**config.mk**
```make
export PLATFORM = sky130hd
export DESIGN_NAME = four_bit_comparator
export DESIGN_NICKNAME = d
export VERILOG_FILES = /design/src/rtl/four_bit_comparator_pkg.sv /design/src/rtl/cmp_bit_slice.sv /design/src/rtl/four_bit_comparator.sv
export SDC_FILE = /design/constraint.sdc
export NUM_CORES = 1
export LEC_CHECK = 0
export ABC_CLOCK_PERIOD_IN_PS = 3200
export CAP_MARGIN = 0
export CORE_AREA = 2 2 39 41
export CTS_CLUSTER_DIAMETER = 150
export DETAILED_ROUTE_END_ITERATION = 7
export DIE_AREA = 0 0 41 43
export GPL_TIMING_DRIVEN = 0
export SLEW_MARGIN = 5
export SYNTH_ARGS = -nofsm -noshare
export SYNTH_HDL_FRONTEND = slang
export SYNTH_SLANG_ARGS = --single-unit
```
**constraint.sdc**
```tcl
create_clock -name clk -period 3.2 [get_ports clk]
set_clock_uncertainty 0.05 [all_clocks]
set_input_delay 0.32 -clock clk [delete_from_list [all_inputs] [get_ports clk]]
set_output_delay 0.32 -clock clk [all_outputs]
set_load 0.01 [all_outputs]
```
**src/rtl/four_bit_comparator_pkg.sv**
```systemverilog
// Shared result-bit positions and the gt/eq/lt flag bundle that ripples through the compare cascade.
package four_bit_comparator_pkg;

  localparam int R_GT    = 0;
  localparam int R_EQ    = 1;
  localparam int R_LT    = 2;
  localparam int R_VALID = 3;

  typedef struct packed {
    logic lt;
    logic eq;
    logic gt;
  } cmp_flags_t;

endpackage

```
**src/rtl/cmp_bit_slice.sv**
```systemverilog
// One bit of the MSB-first compare cascade. A settled gt/lt from above passes through;
// on an upstream tie this bit decides. INVERT swaps the decision (sign bit of a signed compare).
import four_bit_comparator_pkg::*;

module cmp_bit_slice #(
  parameter bit INVERT = 1'b0
) (
  input  logic       a_i,
  input  logic       b_i,
  input  cmp_flags_t i_flags,
  output cmp_flags_t o_flags
);

  logic w_a_wins;
  logic w_b_wins;

  assign w_a_wins = INVERT ? (~a_i & b_i) : (a_i & ~b_i);
  assign w_b_wins = INVERT ? (a_i & ~b_i) : (~a_i & b_i);

  always_comb begin
    o_flags = i_flags;
    if (i_flags.eq) begin
      o_flags.gt = w_a_wins;
      o_flags.lt = w_b_wins;
      o_flags.eq = (a_i == b_i);
    end
  end

endmodule

```
**src/rtl/four_bit_comparator.sv**
```systemverilog
// Registered WIDTH-bit magnitude comparator, R = {VALID, LT, EQ, GT}, one cycle of latency.
// Define FOUR_BIT_COMPARATOR_SIGNED_EN for a two's-complement compare; unsigned otherwise.
import four_bit_comparator_pkg::*;

module four_bit_comparator #(
  parameter int WIDTH = 4
) (
  input  logic             clk,
  input  logic             rst,
  input  logic [WIDTH-1:0] A,
  input  logic [WIDTH-1:0] B,
  output logic [3:0]       R
);

`ifdef FOUR_BIT_COMPARATOR_SIGNED_EN
  localparam bit SIGNED_CMP = 1'b1;
`else
  localparam bit SIGNED_CMP = 1'b0;
`endif

  // w_chain[WIDTH] is the seed above the MSB; w_chain[0] is the final verdict.
  cmp_flags_t w_chain [WIDTH:0];
  cmp_flags_t r_flags;
  logic       r_valid;

  assign w_chain[WIDTH] = '{lt: 1'b0, eq: 1'b1, gt: 1'b0};

  genvar gi;
  generate
    for (gi = WIDTH - 1; gi >= 0; gi--) begin : g_slice
      cmp_bit_slice #(
        .INVERT (SIGNED_CMP && (gi == WIDTH - 1))
      ) u_slice (
        .a_i     (A[gi]),
        .b_i     (B[gi]),
        .i_flags (w_chain[gi+1]),
        .o_flags (w_chain[gi])
      );
    end
  endgenerate

  always_ff @(posedge clk) begin
    if (rst) begin
      r_flags <= '0;
      r_valid <= 1'b0;
    end else begin
      r_flags <= w_chain[0];
      r_valid <= 1'b1;
    end
  end

  always_comb begin
    R          = 4'b0000;
    R[R_GT]    = r_flags.gt;
    R[R_EQ]    = r_flags.eq;
    R[R_LT]    = r_flags.lt;
    R[R_VALID] = r_valid;
  end

endmodule

```
==> flow_summary.toml <==
[timing]
finalHoldViolCount = 0
fmax_mhz = 629.6
tightest_slew_ps = 191.3
timing.final.crit_share_pct = 49.63
fin_crit_ps = 1588
setup_viol = 0
slew_violations = 0
slew_headroom_pct = 87.22
timing.setup.tns_ps = 0
rsz0062_at_grt = "false"

[pwr]
power_leakage_nw = 0.2307
p_comb_share_pct = 29.0
p_switching_w = 0.00003645
p_int_w = 0.0001240
irDropWorstVdd_uv = 100.2
power_density_mw_per_mm2 = 343.8
seq_power_share_pct = 34.1
p_clk_share_pct = 36.9
p_sw_share_pct = 22.72

[die]
io_pins = 14
num_rows = 14
die_h_um = 43
die_area_mm2 = 0.001763
start_util_pct = 21.25
die_w_um = 41
core_mm2 = 0.001384

[placed_design]
dp_hpwl_um = 409.4
dp_cells = 63
io_buffers = 13
gp_congestion = 0.7134

[global_routing]
grtUsageMet3_pct = 1.571
top_usage_layer = "met2"
grtUsageMet2_pct = 9.688
grt_max_degree = 6
grt_pass1_vias = 232
grt_antenna_before_repair = 0
grt_overflow_total = 0
grt_pass1_wl_um = 821
grt_util_met1_pct = 7.987
track_usage_pct = 7.114

[synth]
yosysUniqueCellTypes = 10
yosys_register_bits = 4
avgSynthCellArea_um2 = 8.648
ys_seq_area_share_pct = 27.23
syn_nets = 52
ys_warn_count = 0
netlist.area_leader.share_pct = 34.04
syn_area_um2 = 294.0
yosysTopAreaCell = "ha_1"
syn-instance-count = 34
netlist_top_cells_area = "ha_1 (34%), dfxtp_1 (27%), inv_1 (11%), nor3b_1 (7.7%), o21a_1 (5.1%)"

[critical_path]
critPathKind = "primary input to flip-flop"
end_kind = "flip-flop"
worstPathRequired_ps = 3290
cp_slowest_cell = "clkdlybuf4s50_1"
cp.arrival_ps = 1680
startpoint_type = "primary input"
cp_max_fo = 5
critPathMaxStageDelay_ps = 490
path_cells = "clkdlybuf4s50_1 > inv_1 > ha_1 > nor3b_1 > o21a_1 > nor3_1"

[clock_tree]
cts.repair.resized = 0
cts_hold_buf = 0
numCtsBuffers = 3
clockBufferDepth = 2
cts.sinks = 4
root_buffer = "clkbuf_4"
cts_setup_buffers = 0
clk_pin_slew_worst_paths_ps = 40
cts_tree = "done"
htreeDepth = 1

[final_layout]
area_delta_synth_final_pct = 58.72
layout-drive-gt1-share_pct = 8.000
stdcell_count = 66
final_nets = 70
antenna_cells = 0
n_fill_cell = 155

[route]
ant_nets = 0
wl_um = 467
wire_per_inst_um = 7.076
route.detailed.drc = 0
drt_iter0_drc = 0
viasPerCell = 3.848
vias = 254
dr.pass1.iters = 1

[flow_run]
maxCapViolCount = 0

[status]
status = "complete, no violations"

[min_path]
hold_path_class = "primary input to flip-flop"
-- Yosys cell counts --
cell / n
inv_1: 9
ha_1: 8
dfxtp_1: 4
nor3b_1: 3
nor2_1: 2
nor3_1: 2
o21a_1: 2
o22ai_1: 2
buf_4: 1
nand3_1: 1
-- power by group through the flow --
stage | combinational [W] | clock, W | sequential, W
after detailed placement | 0.0000467 | 0 | 0.0000556
after global placement | 0.0000458 | 0 | 0.0000556
final | 0.0000465 | 0.0000592 | 0.0000548
after CTS | 0.0000471 | 0.0000615 | 0.0000548
after floorplan | 0.0000214 | 0 | 0.0000573
after global routing | 0.0000519 | 0.0000662 | 0.0000549
-- placed cells by master (no fill, tap or decap) --
cell	count
buf_4	1
ha_1	8
nor3_1	2
nor3b_1	3
nor2_1	2
inv_1	9
o21a_1	2
clkdlybuf4s50_1	13
nand3_1	1
clkbuf_4	3
dfxtp_1	4
o22ai_1	2
-- final cells by class --
cell class	count	area (um2)	share of cell area, %
flip-flops and latches	4	80.08	17.16
plain buffers	1	7.507	1.609
repair buffers	13	130.1	27.88
well taps	16	20.02	4.290
clock buffers	3	22.52	4.826
inverters	9	33.78	7.239
multi-input cells	20	172.7	37.00
-- registers in the layout, summed over array words and instances, names as in the netlist --
| register | cells |
|---|---|
| r_valid | 1 |
| R | 3 |
-- metrics by stage --
step | hold WS, ps | instance area, um2 | power [W] | util (%) | setup slack [ps]
after floorplan | 326.5 | 294.0 | 0.00007869 | - | 1979
after global placement | 834.7 | 444.2 | 0.0001014 | 32.10 | 1426
after detailed placement | 836.5 | 444.2 | 0.0001023 | 32.10 | 1376
after CTS | 599.8 | 466.7 | 0.0001634 | 33.73 | 1606
after global routing | 616.2 | 466.7 | 0.0001731 | 33.73 | 1537
final | 606.0 | 466.7 | 0.0001604 | 33.73 | 1612
-- final timing paths --
kind	depth (start not counted)	to	startpoint
worst max-delay path	6	R[0]	A[2]
worst min-delay path	2	r_valid	rst
-- worst max-delay path, delay by kind of cell --
family / cells / cell delay [ps]
simple gates: 2 / 320
fa+ha+maj: 1 / 330
compound gates: 1 / 170
buf+inv: 2 / 540
-- per-layer routing --
| metal | up-vias | wire length, um |
|---|---|---|
| met4 | 0 | 0 |
| met1 | 106 | 211 |
| met3 | 0 | 30 |
| met5 | - | 0 |
| met2 | 8 | 225 |
| li1 | 140 | - |
-- cell families after synthesis --
kind of cell    Yosys count  share of synthesized area (%)
compound gates            4                          9.360
simple gates              8                          15.32
buf+inv                  10                          14.04
flops                     4                          27.24
fa+ha+maj                 8                          34.04
(Power assumes the default switching activity.)
